File: src/rtl/addr_gather.sv
// Strided gather: issues LANES reads at base + k*stride to a single-port RAM
// and packs the returned words into lane_data, pulsing done when complete.
module addr_gather #(
  parameter int AW         = 12,
  parameter int DW         = 8,
  parameter int LANES      = 4,
  parameter int STRIDE     = 9,
  parameter int RD_LAT     = 1,
  parameter int HALT_ADDR  = 4091,
  parameter int NOP_OPCODE = 5
) (
  input  logic                  clk,
  input  logic                  rst,
  input  logic                  start,
  input  logic [AW-1:0]         base_addr,
  input  logic [5:0]            instr_fb,
  output logic                  mem_rd_en,
  output logic [AW-1:0]         mem_addr,
  input  logic [DW-1:0]         mem_rdata,
  output logic [LANES*DW-1:0]   lane_data,
  output logic                  busy,
  output logic                  done
);

  localparam int IW = (LANES > 1) ? $clog2(LANES) : 1;

  typedef enum logic [1:0] {IDLE, ISSUE, DRAIN, DONE} state_t;

  state_t            state;
  logic [AW-1:0]     stride_q;
  logic [AW-1:0]     eff_stride;
  logic [IW-1:0]     iss_idx;
  logic [IW-1:0]     cap_idx;
  logic [RD_LAT-1:0] rd_pipe;
  logic              cap_valid;
  logic              cap_last;

  // Only the resolved stride is kept; base and opcode matter solely at accept.
  always_comb begin
    eff_stride = AW'(STRIDE);
    if (instr_fb == 6'(NOP_OPCODE) || base_addr == AW'(HALT_ADDR))
      eff_stride = '0;
  end

  always_comb begin
    cap_valid = rd_pipe[RD_LAT-1];
    cap_last  = cap_valid && (cap_idx == IW'(LANES-1));
  end

  always_ff @(posedge clk) begin
    if (rst) begin
      state     <= IDLE;
      mem_rd_en <= 1'b0;
      mem_addr  <= '0;
      lane_data <= '0;
      busy      <= 1'b0;
      done      <= 1'b0;
      stride_q  <= '0;
      iss_idx   <= '0;
      cap_idx   <= '0;
      rd_pipe   <= '0;
    end else begin
      // Capture runs off a delayed copy of the read strobe, independent of issue.
      rd_pipe[0] <= mem_rd_en;
      for (int unsigned i = 1; i < RD_LAT; i++)
        rd_pipe[i] <= rd_pipe[i-1];

      if (cap_valid) begin
        lane_data[cap_idx*DW +: DW] <= mem_rdata;
        cap_idx <= cap_idx + 1'b1;
      end

      case (state)
        IDLE, DONE: begin
          done <= 1'b0;
          if (start) begin
            state     <= ISSUE;
            busy      <= 1'b1;
            mem_rd_en <= 1'b1;
            mem_addr  <= base_addr;
            stride_q  <= eff_stride;
            iss_idx   <= '0;
            cap_idx   <= '0;
          end else begin
            state <= IDLE;
          end
        end
        ISSUE: begin
          if (iss_idx == IW'(LANES-1)) begin
            mem_rd_en <= 1'b0;
            state     <= DRAIN;
          end else begin
            mem_addr <= mem_addr + stride_q;
            iss_idx  <= iss_idx + 1'b1;
          end
        end
        DRAIN: begin
          state <= DRAIN;
        end
        default: state <= IDLE;
      endcase

      if (cap_last) begin
        state <= DONE;
        busy  <= 1'b0;
        done  <= 1'b1;
      end
    end
  end

endmodule
File: config.mk
export PLATFORM = sky130hd
export DESIGN_NAME = addr_gather
export DESIGN_NICKNAME = d
export VERILOG_FILES = /design/src/rtl/addr_gather.sv
export SDC_FILE = /design/constraint.sdc
export NUM_CORES = 1
export LEC_CHECK = 0
export BUFFER_PORTS_ARGS = -buffer_cell sky130_fd_sc_hd__buf_2
export CAP_MARGIN = 20
export CORE_MARGIN = 2
export CORE_UTILIZATION = 50
export CTS_BUF_LIST = sky130_fd_sc_hd__clkbuf_16
export DETAILED_ROUTE_END_ITERATION = 8
export HOLD_SLACK_MARGIN = 0.06
export PLACE_DENSITY = 0.75
export SLEW_MARGIN = 20
export SYNTH_ARGS = -nofsm -noshare
export SYNTH_HDL_FRONTEND = slang
export SYNTH_SLANG_ARGS = --single-unit
File: constraint.sdc
create_clock -name clk -period 4.4 [get_ports clk]
set_input_delay 0 -clock clk [delete_from_list [all_inputs] [get_ports clk]]
set_output_delay 0 -clock clk [all_outputs]
set_load 0.01 [all_outputs]
==> results of run 1 <==
power breakdown:
group / leakage, nW / switching (mW) / internal (mW) / total [mW]
sequential: 0.447 / 0.0686 / 0.565 / 0.633
clock: 0.0716 / 0.182 / 0.211 / 0.393
combinational: 0.842 / 0.274 / 0.208 / 0.482
worst reg2reg max path, stage by stage, from the launching register on:
cell and delay (ns):
sky130_fd_sc_hd__dfxtp_1 0.33, sky130_fd_sc_hd__inv_1 0.04, sky130_fd_sc_hd__ha_1 0.35, sky130_fd_sc_hd__mux2i_2 0.24, sky130_fd_sc_hd__a21oi_2 0.50, sky130_fd_sc_hd__a21oi_1 0.14
sky130_fd_sc_hd__a211oi_1 0.23
logic make-up (layout without fill, tap and decap cells):
kind of cell | after synthesis | after routing | share of synthesized area (%)
multiplexers | 5 | 5 | 2.148
XOR/XNOR | 2 | 2 | 0.6994
buffers and inverters | 21 | 106 | 3.746
adder cells (fa/ha/maj) | 10 | 10 | 4.995
flip-flops | 55 | 55 | 43.96
AO/OA/AOI/OAI | 87 | 87 | 23.53
AND/OR/NAND/NOR | 90 | 90 | 20.93
per-stage QoR:
stage / worst slack, ns / utilization (%) / cell area [sq um] / hold WS, ns
after global routing: 2.299 / 66.59 / 3187 / 0.09617
after CTS: 2.478 / 66.59 / 3187 / 0.06073
after global placement: 2.524 / 60.84 / 2912 / 0.2716
after floorplan: 2.731 / - / 2505 / 0.1257
final: 2.485 / 66.59 / 3187 / 0.06085
after detailed placement: 2.492 / 60.84 / 2912 / 0.2837
cell usage in the layout (no fill, tap or decap), types with 4 or more instances in the layout:
cell type	netlist	final
sky130_fd_sc_hd__a21oi_1	17	17
sky130_fd_sc_hd__a22o_1	7	7
sky130_fd_sc_hd__a22oi_1	25	25
sky130_fd_sc_hd__buf_2	0	75
sky130_fd_sc_hd__clkbuf_16	0	5
sky130_fd_sc_hd__dfxtp_1	55	55
sky130_fd_sc_hd__dlygate4sd3_1	0	13
sky130_fd_sc_hd__ha_1	10	10
sky130_fd_sc_hd__inv_1	8	9
sky130_fd_sc_hd__mux2i_1	4	4
sky130_fd_sc_hd__nand2_1	16	16
sky130_fd_sc_hd__nand2b_1	5	5
sky130_fd_sc_hd__nand4_1	4	4
sky130_fd_sc_hd__nor2_1	28	28
sky130_fd_sc_hd__nor2b_1	8	8
sky130_fd_sc_hd__nor3_1	5	5
sky130_fd_sc_hd__o21ai_0	16	16
state kept, by name (all words and copies together), names as in the netlist:
signal	count
mem_addr	12
stride_q	1
mem_rd_en	1
cap_idx	2
cap_valid	1
iss_idx	2
state	2
busy	1
done	1
lane_data	32
cell type report:
cell class / instances / share of cell area [%]
Timing Repair Buffer: 89 / 16.10
Inverter: 9 / 1.060
Multi-Input combinational cell: 194 / 41.11
Sequential cell: 55 / 34.55
Clock buffer: 5 / 3.926
Clock inverter: 3 / 0.6282
Tap cell: 67 / 2.631
worst paths after layout:
check,start,to,slack [ns],depth (start not counted)
max,state[1],mem_addr[8],2.48,6
min,base_addr[8],mem_addr[8],0.06,3
max reg2reg,state[1],mem_addr[8],2.48,6
min reg2reg,lane_data[31],lane_data[31],0.45,2
per-layer routing:
layer	vias up	share of wire, %	GRT usage, %
li1	1161	-	-
met1	1057	45	29.21
met2	57	49	39.43
met3	7	5.2	5.087
met4	0	1.0	5.952
met5	-	0	0
==> implementation parameters, run 1 <==
Parameter                              Value

Clock tree
  CTS Sinks ... 55
  Clock latency of the later-clocked register in the worst-skew pair ... 0.29 ns
  CTS tree ... yes
  Number of buffers created by CTS ... 5
  Root buffer cell ... sky130_fd_sc_hd__clkbuf_16
  H-tree depth ... 2
  Number of buffers inserted by post-CTS setup repair ... 0
  Hold_buf cts ... 13
  Max Buffers Root-to-Sink ... 2
  Total of cells resized after clock tree synthesis ... 0
  Clk slew on worst S/H paths ... 0.07 ns

Die
  Number of core rows ... 25
  Top-Level Pins ... 76
  Die width ... 74.78 um
  Die boundary height ... 74.78 um
  Die Footprint ... 0.005592 sq mm
  Starting Density ... 52.34%
  Core area ... 0.004786 sq mm

Timing
  Count of endpoints failing hold in the final timing report ... 0
  Maximum clock frequency ... 522.2 MHz
  Crit path time final ... 1.915 ns
  Post-route clock period utilization ... 43.52%
  Transition time at the pin with the least slew margin ... 0.9329 ns
  RSZ-0062 raised after global routing ... false
  Count of endpoints failing setup in the final report ... 0
  Total count of max-transition violations in the final report ... 0
  Worst rel slew slack ... 37.81%
  Worst clock skew on the final layout ... 0.004670 ns
  Post-route setup TNS ... 0 ns

Global route
  First-pass GRT wire length ... 9908 um
  Overflow left after global routing ... 0
  Pin count of the biggest net entering global routing ... 50
  Antenna violations before repair ... 0
  Vias in the first global route ... 2144
  Total global routing track utilization ... 22.91%

Final layout
  FILL cells ... 413
  Nets ... 393
  Multi-input gate area ... 0.001310 sq mm
  Count of placed standard cells in the final layout, fillers left out ... 422
  Antenna Diode Count ... 0
  Fraction of final layout cells with drive strength greater than 1 ... 26.76%
  Synth-to-Final Area Change ... 27.22%
  Sequential cell area in the final layout ... 0.001101 sq mm

Synthesis
  Most frequently used flop master after synthesis ... sky130_fd_sc_hd__dfxtp_1
  Syn Std Cell Area ... 0.002505 sq mm
  Synthesized Nets ... 309
  Count leader, synth ... sky130_fd_sc_hd__dfxtp_1
  FF+latch count, synth ... 55
  Total number of yosys warnings ... 0
  Sequential cell area fraction in the yosys report ... 43.96%
  Per-instance average area after synthesis ... 9.277 sq um
  Share of Yosys cell area claimed by the top area cell type ... 43.96%
  Number of distinct library cell variants in the gate-level netlist after synthesis ... 50
  Largest area contributor in the synthesized netlist ... sky130_fd_sc_hd__dfxtp_1
  Leading cell types by total area after synthesis ... sky130_fd_sc_hd__dfxtp_1 44%, sky130_fd_sc_hd__a22oi_1 7.5%, sky130_fd_sc_hd__ha_1 5.0%, sky130_fd_sc_hd__nor2_1 4.2%, sky130_fd_sc_hd__a21oi_1 3.4%
  Top cell types by occurrence after synthesis ... 55 x sky130_fd_sc_hd__dfxtp_1, 28 x sky130_fd_sc_hd__nor2_1, 25 x sky130_fd_sc_hd__a22oi_1, 17 x sky130_fd_sc_hd__a21oi_1
  Proportion of register bits with asynchronous set or reset after synthesis ... 0%
  Post-synth EDFFs ... 0
  Synthesized netlist cell count ... 270

Setup path
  Critical Path End Type ... flop
  Critical path arrival ... 2.12 ns
  Chain of cells forming the critical path ... inv_1 -> ha_1 -> mux2i_2 -> a21oi_2 -> a21oi_1 -> a211oi_1
  Type of the setup path with the least slack ... flop to flop
  Slowest Stage Delay on Critical Path ... 0.50 ns
  Critical Path Source Type ... flop
  Gate family responsible for the most delay along the worst path ... compound AO/OA/AOI/OAI gates
  Slowest cell on the critical path ... sky130_fd_sc_hd__a21oi_2
  Data required time of the worst path ... 4.60 ns
  Crit Path Max Fanout ... 14
  Worst path bufs/invs ... 1

Placement
  Weighted congestion at the end of routability-driven global placement ... 0.8654
  Port Buffer Count ... 75
  Number of instances in the placed design ... 401
  HPWL after DPL ... 4244 um

Power
  Final Power ... 1.509 mW
  Power density normalized to cell area ... 473.4 mW/mm^2
  Pleak ... 1.361 nW
  IR Drop Worst-Case VDD ... 231.5 uV

Routing
  Via count ... 2282
  Number of optimization iterations in the first detailed-route pass ... 4
  Routed WL per cell ... 14.46 um
  Violation count after the first detailed-route iteration ... 112
  Final Routed Wirelength ... 6104 um
  Number of vias per cell ... 5.408
  Residual DRC ... 0
  Number of nets with antenna violations after detailed routing ... 0

Flow run
  Max-cap viol count ... 0

Status
  Outcome ... complete, no violations

Min path
  Kind of path behind the tightest hold check ... primary input to flop
Note: power is estimated with default switching activity, not from simulation.
==> run 2, diff against run 1 <==
clock period = 2 ns   (was 4.4 ns; I/O delays follow)
==> implementation parameters, run 2 (synthesis results as in run 1) <==
Parameter                              Value

Status
  Outcome ... complete, no violations (unchanged)

Setup path
  Depth of the worst register-to-register path ... 4 (was 6)
  Critical R2R Capture ... mem_addr[5] (was mem_addr[8])
  Critical path arrival ... 2.03 ns (was 2.12 ns)
  Capture point of the critical path ... mem_addr[5] (was mem_addr[8])
  Setup slack on the worst flop-to-flop path ... 0.16 ns (was 2.48 ns)
  Data required time of the worst path ... 2.19 ns (was 4.60 ns)
  Critical Path Source Type ... flop (unchanged)
  Critical Path End Type ... flop (unchanged)
  Reg2Reg Launch Point ... mem_addr[3] (was state[1])
  Launching instance or port of the critical path ... mem_addr[3] (was state[1])
  Crit Path Max Fanout ... 8 (was 14)
  Type of the setup path with the least slack ... flop to flop (unchanged)

Final layout
  Most flops, register ... lane_data (unchanged)
  Leading cell type in the layout, fill and taps excluded ... sky130_fd_sc_hd__buf_2 (unchanged)
  Antenna Diode Count ... 0 (unchanged)
  Nets ... 397 (was 393)
  Commonest cells after routing, fill and taps aside ... 75 x sky130_fd_sc_hd__buf_2, 55 x sky130_fd_sc_hd__dfxtp_1, 28 x sky130_fd_sc_hd__nor2_1 (unchanged)
  FILL cells ... 412 (was 413)
  Synth-to-Final Area Change ... 29.32% (was 27.22%)
  Largest registers in the final layout ... lane_data x32, mem_addr x12 (unchanged)
  Fraction of final layout cells with drive strength greater than 1 ... 28.41% (was 26.76%)
  Final design area excluding fillers ... 0.003239 sq mm (was 0.003187 sq mm)
  Max reg flops ... 32 (unchanged)

Global route
  Met3 GRT Util ... 5.756% (was 5.087%)
  Vias in the first global route ... 2281 (was 2144)
  Total global routing track utilization ... 23.64% (was 22.91%)
  Overflow left after global routing ... 0 (unchanged)
  First-pass GRT wire length ... 10280 um (was 9908 um)
  Pin count of the biggest net entering global routing ... 23 (was 50)
  Antenna violations before repair ... 0 (unchanged)
  GRT met2 Usage ... 40.22% (was 39.43%)
  Met1 usage ... 29.52% (was 29.21%)
  Most heavily used metal layer in global routing ... met2 (unchanged)

Die
  Die width ... 74.78 um (unchanged)
  Core area ... 0.004786 sq mm (unchanged)
  Die Footprint ... 0.005592 sq mm (unchanged)
  Top-Level Pins ... 76 (unchanged)
  Starting Density ... 52.34% (unchanged)
  Number of core rows ... 25 (unchanged)
  Die boundary height ... 74.78 um (unchanged)

Clock tree
  Number of buffers inserted by post-CTS setup repair ... 0 (unchanged)
  CTS tree ... yes (unchanged)
  Number of buffers created by CTS ... 5 (unchanged)
  H-tree depth ... 2 (unchanged)
  Max Buffers Root-to-Sink ... 2 (unchanged)
  CTS Sinks ... 55 (unchanged)
  Clock latency of the later-clocked register in the worst-skew pair ... 0.29 ns (about the same)
  Clk slew on worst S/H paths ... 0.07 ns (about the same)
  Root buffer cell ... sky130_fd_sc_hd__clkbuf_16 (unchanged)

Power
  Pleak ... 1.398 nW (was 1.361 nW)
  IR Drop Worst-Case VDD ... 517.4 uV (was 231.5 uV)
  Power density normalized to cell area ... 1078 mW/mm^2 (was 473.4 mW/mm^2)
  Final Power ... 3.491 mW (was 1.509 mW)

Routing
  Routed WL per cell ... 14.64 um (was 14.46 um)
  Via count ... 2393 (was 2282)
  Residual DRC ... 0 (unchanged)
  Violation count after the first detailed-route iteration ... 164 (was 112)
  Number of nets with antenna violations after detailed routing ... 0 (unchanged)
  Final Routed Wirelength ... 6238 um (was 6104 um)
  Number of vias per cell ... 5.617 (was 5.408)
  Number of optimization iterations in the first detailed-route pass ... 4 (unchanged)

Timing
  Post-route setup TNS ... 0 ns (unchanged)
  Count of endpoints failing hold in the final timing report ... 0 (unchanged)
  Crit path time final ... 1.839 ns (was 1.915 ns)
  RSZ-0062 raised after global routing ... false (unchanged)
  Transition time at the pin with the least slew margin ... 0.6718 ns (was 0.9329 ns)
  Worst clock skew on the final layout ... 0.004758 ns (was 0.004670 ns)
  Worst rel slew slack ... 54.63% (was 37.81%)
  Count of endpoints failing setup in the final report ... 0 (unchanged)
  Maximum clock frequency ... 543.8 MHz (was 522.2 MHz)
  Post-route clock period utilization ... 91.95% (was 43.52%)
  Total count of max-transition violations in the final report ... 0 (unchanged)

Placement
  Instance area after placement ... 0.002964 sq mm (was 0.002912 sq mm)
  HPWL after DPL ... 4387 um (was 4244 um)
  Weighted congestion at the end of routability-driven global placement ... 0.8428 (was 0.8654)
  Port Buffer Count ... 75 (unchanged)

Min path
  Kind of path behind the tightest hold check ... primary input to flop (unchanged)

Flow run
  Max-cap viol count ... 0 (unchanged)
-- run 2: metrics by stage --
stage | setup slack (ns) | hold slack, ns | instances | util [%]
2_1_floorplan | 0.3314 | 0.1257 | 270 | -
3_3_place_gp | 0.2319 | 0.2684 | 408 | 61.93
3_5_place_dp | 0.1840 | 0.2674 | 408 | 61.93
4_1_cts | 0.1522 | 0.06306 | 426 | 67.53
5_1_grt | 0.02101 | 0.08146 | 426 | 67.69
6_report | 0.1609 | 0.06310 | 426 | 67.69
-- run 2: worst max-delay path: stages, from the launching register on --
cell	delay, ns
sky130_fd_sc_hd__dfxtp_1	0.32
sky130_fd_sc_hd__ha_1	0.34
sky130_fd_sc_hd__a41oi_1	0.61
sky130_fd_sc_hd__o22ai_1	0.19
sky130_fd_sc_hd__a31o_2	0.28
-- run 2: per-layer routing --
layer | up-vias | routed length [um]
met5 | - | 0
met4 | 0 | 96
met3 | 11 | 393
met2 | 80 | 3033
met1 | 1135 | 2714
li1 | 1167 | -
-- run 2: worst min path at each step --
stage                             from             to  slack, ns  cells past startpoint
after detailed placement  mem_rdata[0]  lane_data[24]       0.27                      2
after CTS                 base_addr[0]    mem_addr[0]       0.06                      3
after global placement    mem_rdata[3]  lane_data[27]       0.27                      2
after global routing      base_addr[6]    mem_addr[6]       0.08                      3
after floorplan           mem_rdata[0]  lane_data[24]       0.13                      1
final                     base_addr[0]    mem_addr[0]       0.06                      3
-- run 2: repair_timing --
item	in CTS	in global routing
hold endpoints to repair	34	0
setup endpoints to repair	0	5
resized for setup	0	1
hold buffers	10	0
-- run 2: cell type report --
cell class,instances,area (sq um),share of cell area (%)
Multi-Input combinational cell,194,1318,40.67
Clock inverter,3,42.54,1.313
Timing Repair Buffer,93,535.5,16.53
Tap cell,67,83.83,2.588
Inverter,9,33.78,1.043
Sequential cell,55,1101,33.99
Clock buffer,5,125.1,3.862
-- run 2: power by group --
group | total (mW) | switching, mW | internal (mW)
Combinational | 1.11 | 0.627 | 0.485
Clock | 0.993 | 0.402 | 0.592
Sequential | 1.39 | 0.144 | 1.24
Total | 3.49 | 1.17 | 2.32
==> run 3, diff against run 2 <==
ABC_AREA = 1   (was default)
PLACE_DENSITY = 0.74   (was 0.75)
==> implementation parameters, run 3 <==
Parameter                              Value

Final layout
  Largest registers in the final layout ... lane_data x32, mem_addr x12 (unchanged)
  Fraction of final layout cells with drive strength greater than 1 ... 23.13% (was 28.41%)
  Final core utilization ... 65.90% (was 67.69%)
  Max reg flops ... 32 (unchanged)
  Synth-to-Final Area Change ... 27.25% (was 29.32%)
  Leading cell type in the layout, fill and taps excluded ... sky130_fd_sc_hd__nand2_1 (was sky130_fd_sc_hd__buf_2)
  Commonest cells after routing, fill and taps aside ... 82 x sky130_fd_sc_hd__nand2_1, 75 x sky130_fd_sc_hd__buf_2, 55 x sky130_fd_sc_hd__dfxtp_1 (was 75 x sky130_fd_sc_hd__buf_2, 55 x sky130_fd_sc_hd__dfxtp_1, 28 x sky130_fd_sc_hd__nor2_1)
  Most flops, register ... lane_data (unchanged)
  Final design area excluding fillers ... 0.003366 sq mm (was 0.003239 sq mm)
  Antenna Diode Count ... 0 (unchanged)
  FILL cells ... 467 (was 412)
  Nets ... 492 (was 397)

Die
  Number of core rows ... 26 (was 25)
  Die width ... 76.73 um (was 74.78 um)
  Top-Level Pins ... 76 (unchanged)
  Die Footprint ... 0.005887 sq mm (was 0.005592 sq mm)
  Starting Density ... 51.79% (was 52.34%)
  Core area ... 0.005107 sq mm (was 0.004786 sq mm)
  Die boundary height ... 76.73 um (was 74.78 um)

Setup path
  Crit Path Max Fanout ... 1 (was 8)
  Launching instance or port of the critical path ... instr_fb[1] (was mem_addr[3])
  Critical R2R Capture ... lane_data[31] (was mem_addr[5])
  Type of the setup path with the least slack ... primary input to flop (was flop to flop)
  Most frequent CP cell ... sky130_fd_sc_hd__dlygate4sd3_1
  Setup slack on the worst flop-to-flop path ... 0.25 ns (was 0.16 ns)
  Slowest cell on the critical path ... sky130_fd_sc_hd__dlygate4sd3_1 (was sky130_fd_sc_hd__a41oi_1)
  Depth of the worst register-to-register path ... 7 (was 4)
  Chain of cells forming the critical path ... dlygate4sd3_1 -> buf_2 -> nand3b_1 -> dlygate4sd3_1 -> nand3_1 -> nand2_1 -> dlygate4sd3_1 (was ha_1 -> a41oi_1 -> o22ai_1 -> a31o_2)
  Reg2Reg Launch Point ... cap_idx[1] (was mem_addr[3])
  Critical Path End Type ... flop (unchanged)
  Slowest Stage Delay on Critical Path ... 0.56 ns (was 0.61 ns)
  Critical path arrival ... 2.01 ns (was 2.03 ns)
  Critical Path Source Type ... primary input (was flop)
  Capture point of the critical path ... stride_q[0] (was mem_addr[5])
  Data required time of the worst path ... 2.18 ns (was 2.19 ns)

Timing
  Count of endpoints failing hold in the final timing report ... 0 (unchanged)
  RSZ-0062 raised after global routing ... false (unchanged)
  Maximum clock frequency ... 546.6 MHz (was 543.8 MHz)
  Transition time at the pin with the least slew margin ... 0.4625 ns (was 0.6718 ns)
  Worst clock skew on the final layout ... 0.006502 ns (was 0.004758 ns)
  Worst rel slew slack ... 69.17% (was 54.63%)
  Post-route clock period utilization ... 91.47% (was 91.95%)
  Post-route setup TNS ... 0 ns (unchanged)
  Crit path time final ... 1.829 ns (was 1.839 ns)
  Count of endpoints failing setup in the final report ... 0 (unchanged)
  Total count of max-transition violations in the final report ... 0 (unchanged)

Clock tree
  Root buffer cell ... sky130_fd_sc_hd__clkbuf_16 (unchanged)
  Clock latency of the later-clocked register in the worst-skew pair ... 0.29 ns (about the same)
  Total of cells resized after clock tree synthesis ... 0 (unchanged)
  H-tree depth ... 2 (unchanged)
  CTS tree ... yes (unchanged)
  CTS Sinks ... 55 (unchanged)
  Clk slew on worst S/H paths ... 0.07 ns (about the same)
  Number of buffers created by CTS ... 5 (unchanged)
  Max Buffers Root-to-Sink ... 2 (unchanged)

Routing
  Residual DRC ... 0 (unchanged)
  Via count ... 2739 (was 2393)
  Number of nets with antenna violations after detailed routing ... 0 (unchanged)
  Routed WL per cell ... 12.87 um (was 14.64 um)
  Final Routed Wirelength ... 6743 um (was 6238 um)
  Violation count after the first detailed-route iteration ... 216 (was 164)
  Number of vias per cell ... 5.227 (was 5.617)
  Number of optimization iterations in the first detailed-route pass ... 4 (unchanged)

Power
  Combinational share of power ... 23.2% (was 31.9%)
  Pleak ... 1.547 nW (was 1.398 nW)
  Sw power ... 0.8783 mW (was 1.173 mW)
  Power density normalized to cell area ... 824.5 mW/mm^2 (was 1078 mW/mm^2)
  Cell internal pwr ... 1.897 mW (was 2.319 mW)
  Reg power frac ... 45.3% (was 39.7%)
  IR Drop Worst-Case VDD ... 721.8 uV (was 517.4 uV)
  Fraction of power spent switching nets ... 31.65% (was 33.59%)
  Clock network fraction of total power ... 31.5% (was 28.5%)

Synthesis
  Syn Std Cell Area ... 0.002645 sq mm (was 0.002505 sq mm)
  Post-synth EDFFs ... 0 (unchanged)
  Synthesized Nets ... 405 (was 309)
  Top cell types by occurrence after synthesis ... 82 x sky130_fd_sc_hd__nand2_1, 55 x sky130_fd_sc_hd__dfxtp_1, 42 x sky130_fd_sc_hd__a21oi_1, 38 x sky130_fd_sc_hd__inv_1, 31 x sky130_fd_sc_hd__nor2_1 (was 55 x sky130_fd_sc_hd__dfxtp_1, 28 x sky130_fd_sc_hd__nor2_1, 25 x sky130_fd_sc_hd__a22oi_1, 17 x sky130_fd_sc_hd__a21oi_1)
  FF+latch count, synth ... 55 (unchanged)
  Leading cell types by total area after synthesis ... sky130_fd_sc_hd__dfxtp_1 42%, sky130_fd_sc_hd__nand2_1 12%, sky130_fd_sc_hd__a21oi_1 7.9%, sky130_fd_sc_hd__inv_1 5.4%, sky130_fd_sc_hd__nand3_1 4.9% (was sky130_fd_sc_hd__dfxtp_1 44%, sky130_fd_sc_hd__a22oi_1 7.5%, sky130_fd_sc_hd__ha_1 5.0%, sky130_fd_sc_hd__nor2_1 4.2%, sky130_fd_sc_hd__a21oi_1 3.4%)
  Most frequently used flop master after synthesis ... sky130_fd_sc_hd__dfxtp_1 (unchanged)
  Share of Yosys cell area claimed by the top area cell type ... 41.63% (was 43.96%)
  Largest area contributor in the synthesized netlist ... sky130_fd_sc_hd__dfxtp_1 (unchanged)
  Per-instance average area after synthesis ... 7.227 sq um (was 9.277 sq um)
  Proportion of register bits with asynchronous set or reset after synthesis ... 0% (unchanged)
  Sequential cell area fraction in the yosys report ... 41.63% (was 43.96%)
  Synthesized netlist cell count ... 366 (was 270)
  Count leader, synth ... sky130_fd_sc_hd__nand2_1 (was sky130_fd_sc_hd__dfxtp_1)
  Number of distinct library cell variants in the gate-level netlist after synthesis ... 31 (was 50)
  Total number of yosys warnings ... 0 (unchanged)

Global route
  Overflow left after global routing ... 0 (unchanged)
  Antenna violations before repair ... 0 (unchanged)
  First-pass GRT wire length ... 11310 um (was 10280 um)
  Total global routing track utilization ... 23.40% (was 23.64%)
  Met1 usage ... 32.59% (was 29.52%)
  Met3 GRT Util ... 4.235% (was 5.756%)
  Most heavily used metal layer in global routing ... met2 (unchanged)
  Pin count of the biggest net entering global routing ... 27 (was 23)
  GRT met2 Usage ... 37.81% (was 40.22%)
  Vias in the first global route ... 2480 (was 2281)

Placement
  Instance area after placement ... 0.003063 sq mm (was 0.002964 sq mm)
  Weighted congestion at the end of routability-driven global placement ... 0.8546 (was 0.8428)
  HPWL after DPL ... 4715 um (was 4387 um)
  Port Buffer Count ... 75 (unchanged)

Min path
  Kind of path behind the tightest hold check ... primary input to flop (unchanged)

Status
  Outcome ... complete, no violations (unchanged)

Flow run
  Max-cap viol count ... 0 (unchanged)
run 3: changes by cell type after synthesis, moves of 4 or more:
cell / before / now
sky130_fd_sc_hd__nand2_1: 16 / 82
sky130_fd_sc_hd__inv_1: 8 / 38
sky130_fd_sc_hd__a21oi_1: 17 / 42
sky130_fd_sc_hd__nand3_1: 3 / 26
sky130_fd_sc_hd__a22oi_1: 25 / 6
sky130_fd_sc_hd__nor2b_1: 8 / 0
sky130_fd_sc_hd__a22o_1: 7 / 0
sky130_fd_sc_hd__buf_2: 0 / 6
sky130_fd_sc_hd__nand4_1: 4 / 10
sky130_fd_sc_hd__nand2b_1: 5 / 0
sky130_fd_sc_hd__mux2i_1: 4 / 0
run 3: worst max-delay path, delay by kind of cell:
family | cells | cell delay [ns]
buffers and inverters | 4 | 1.75
AND/OR/NAND/NOR | 3 | 0.26
run 3: worst min path at each step:
stage,end,slack [ns],cells after the start,from
floorplan,lane_data[0],0.14,2,mem_rdata[0]
global placement,lane_data[5],0.29,3,mem_rdata[5]
detailed placement,lane_data[1],0.29,3,mem_rdata[1]
CTS,cap_idx[1],0.06,4,start
global route,cap_idx[0],0.1,4,start
finish,cap_idx[1],0.07,4,start
run 3: metrics by stage:
stage | std cells | hold slack [ns] | setup WS (ns) | total power [mW]
global placement | 500 | 0.2853 | 0.3441 | 1.857
finish | 524 | 0.06764 | 0.1706 | 2.775
global route | 524 | 0.09569 | 0.09277 | 2.927
floorplan | 366 | 0.1430 | 0.2065 | 1.696
CTS | 522 | 0.06166 | 0.2002 | 2.767
detailed placement | 500 | 0.2884 | 0.2741 | 1.876
run 3: kinds of logic (layout without fill, tap and decap cells):
group                      after synthesis  in the layout  share of synthesized area (%)
AOI/OAI and AO/OA                       77             77                          16.32
xor gates and xnor gates                 1              1                         0.3312
adders and majority gates               10             10                          4.730
buffers and inverters                   57            145                          8.941
DFF                                     55             55                          41.63
and+or+nand+nor                        166            166                          28.05
run 3: routing by layer:
layer,part of all wire (%),up-vias
met5,0,-
met1,45,1268
met4,0.90,0
met3,6.8,4
met2,47,84
li1,-,1383
run 3: timing repair:
item,CTS,global route
hold buffers,14,0
endpoints found under the hold margin,23,0
setup endpoints to repair,0,2
buffers inserted,0,2
run 3: area by class of cell:
type	count	area (sq um)	area share (%)
flip-flops and latches	55	1101	32.71
clock inverters	3	22.52	0.6691
well taps	70	87.58	2.602
repair buffers	96	568.0	16.88
multi-input cells	254	1308	38.85
inverters	41	153.9	4.572
clock buffers	5	125.1	3.717
run 3: power by group through the flow:
stage               Clock, mW  Sequential, mW  Combinational [mW]
floorplan                   0            1.29               0.403
global placement            0            1.28               0.578
detailed placement          0            1.28               0.594
CTS                     0.888            1.26               0.621
global route            0.931            1.27               0.725
finish                  0.875            1.26               0.643
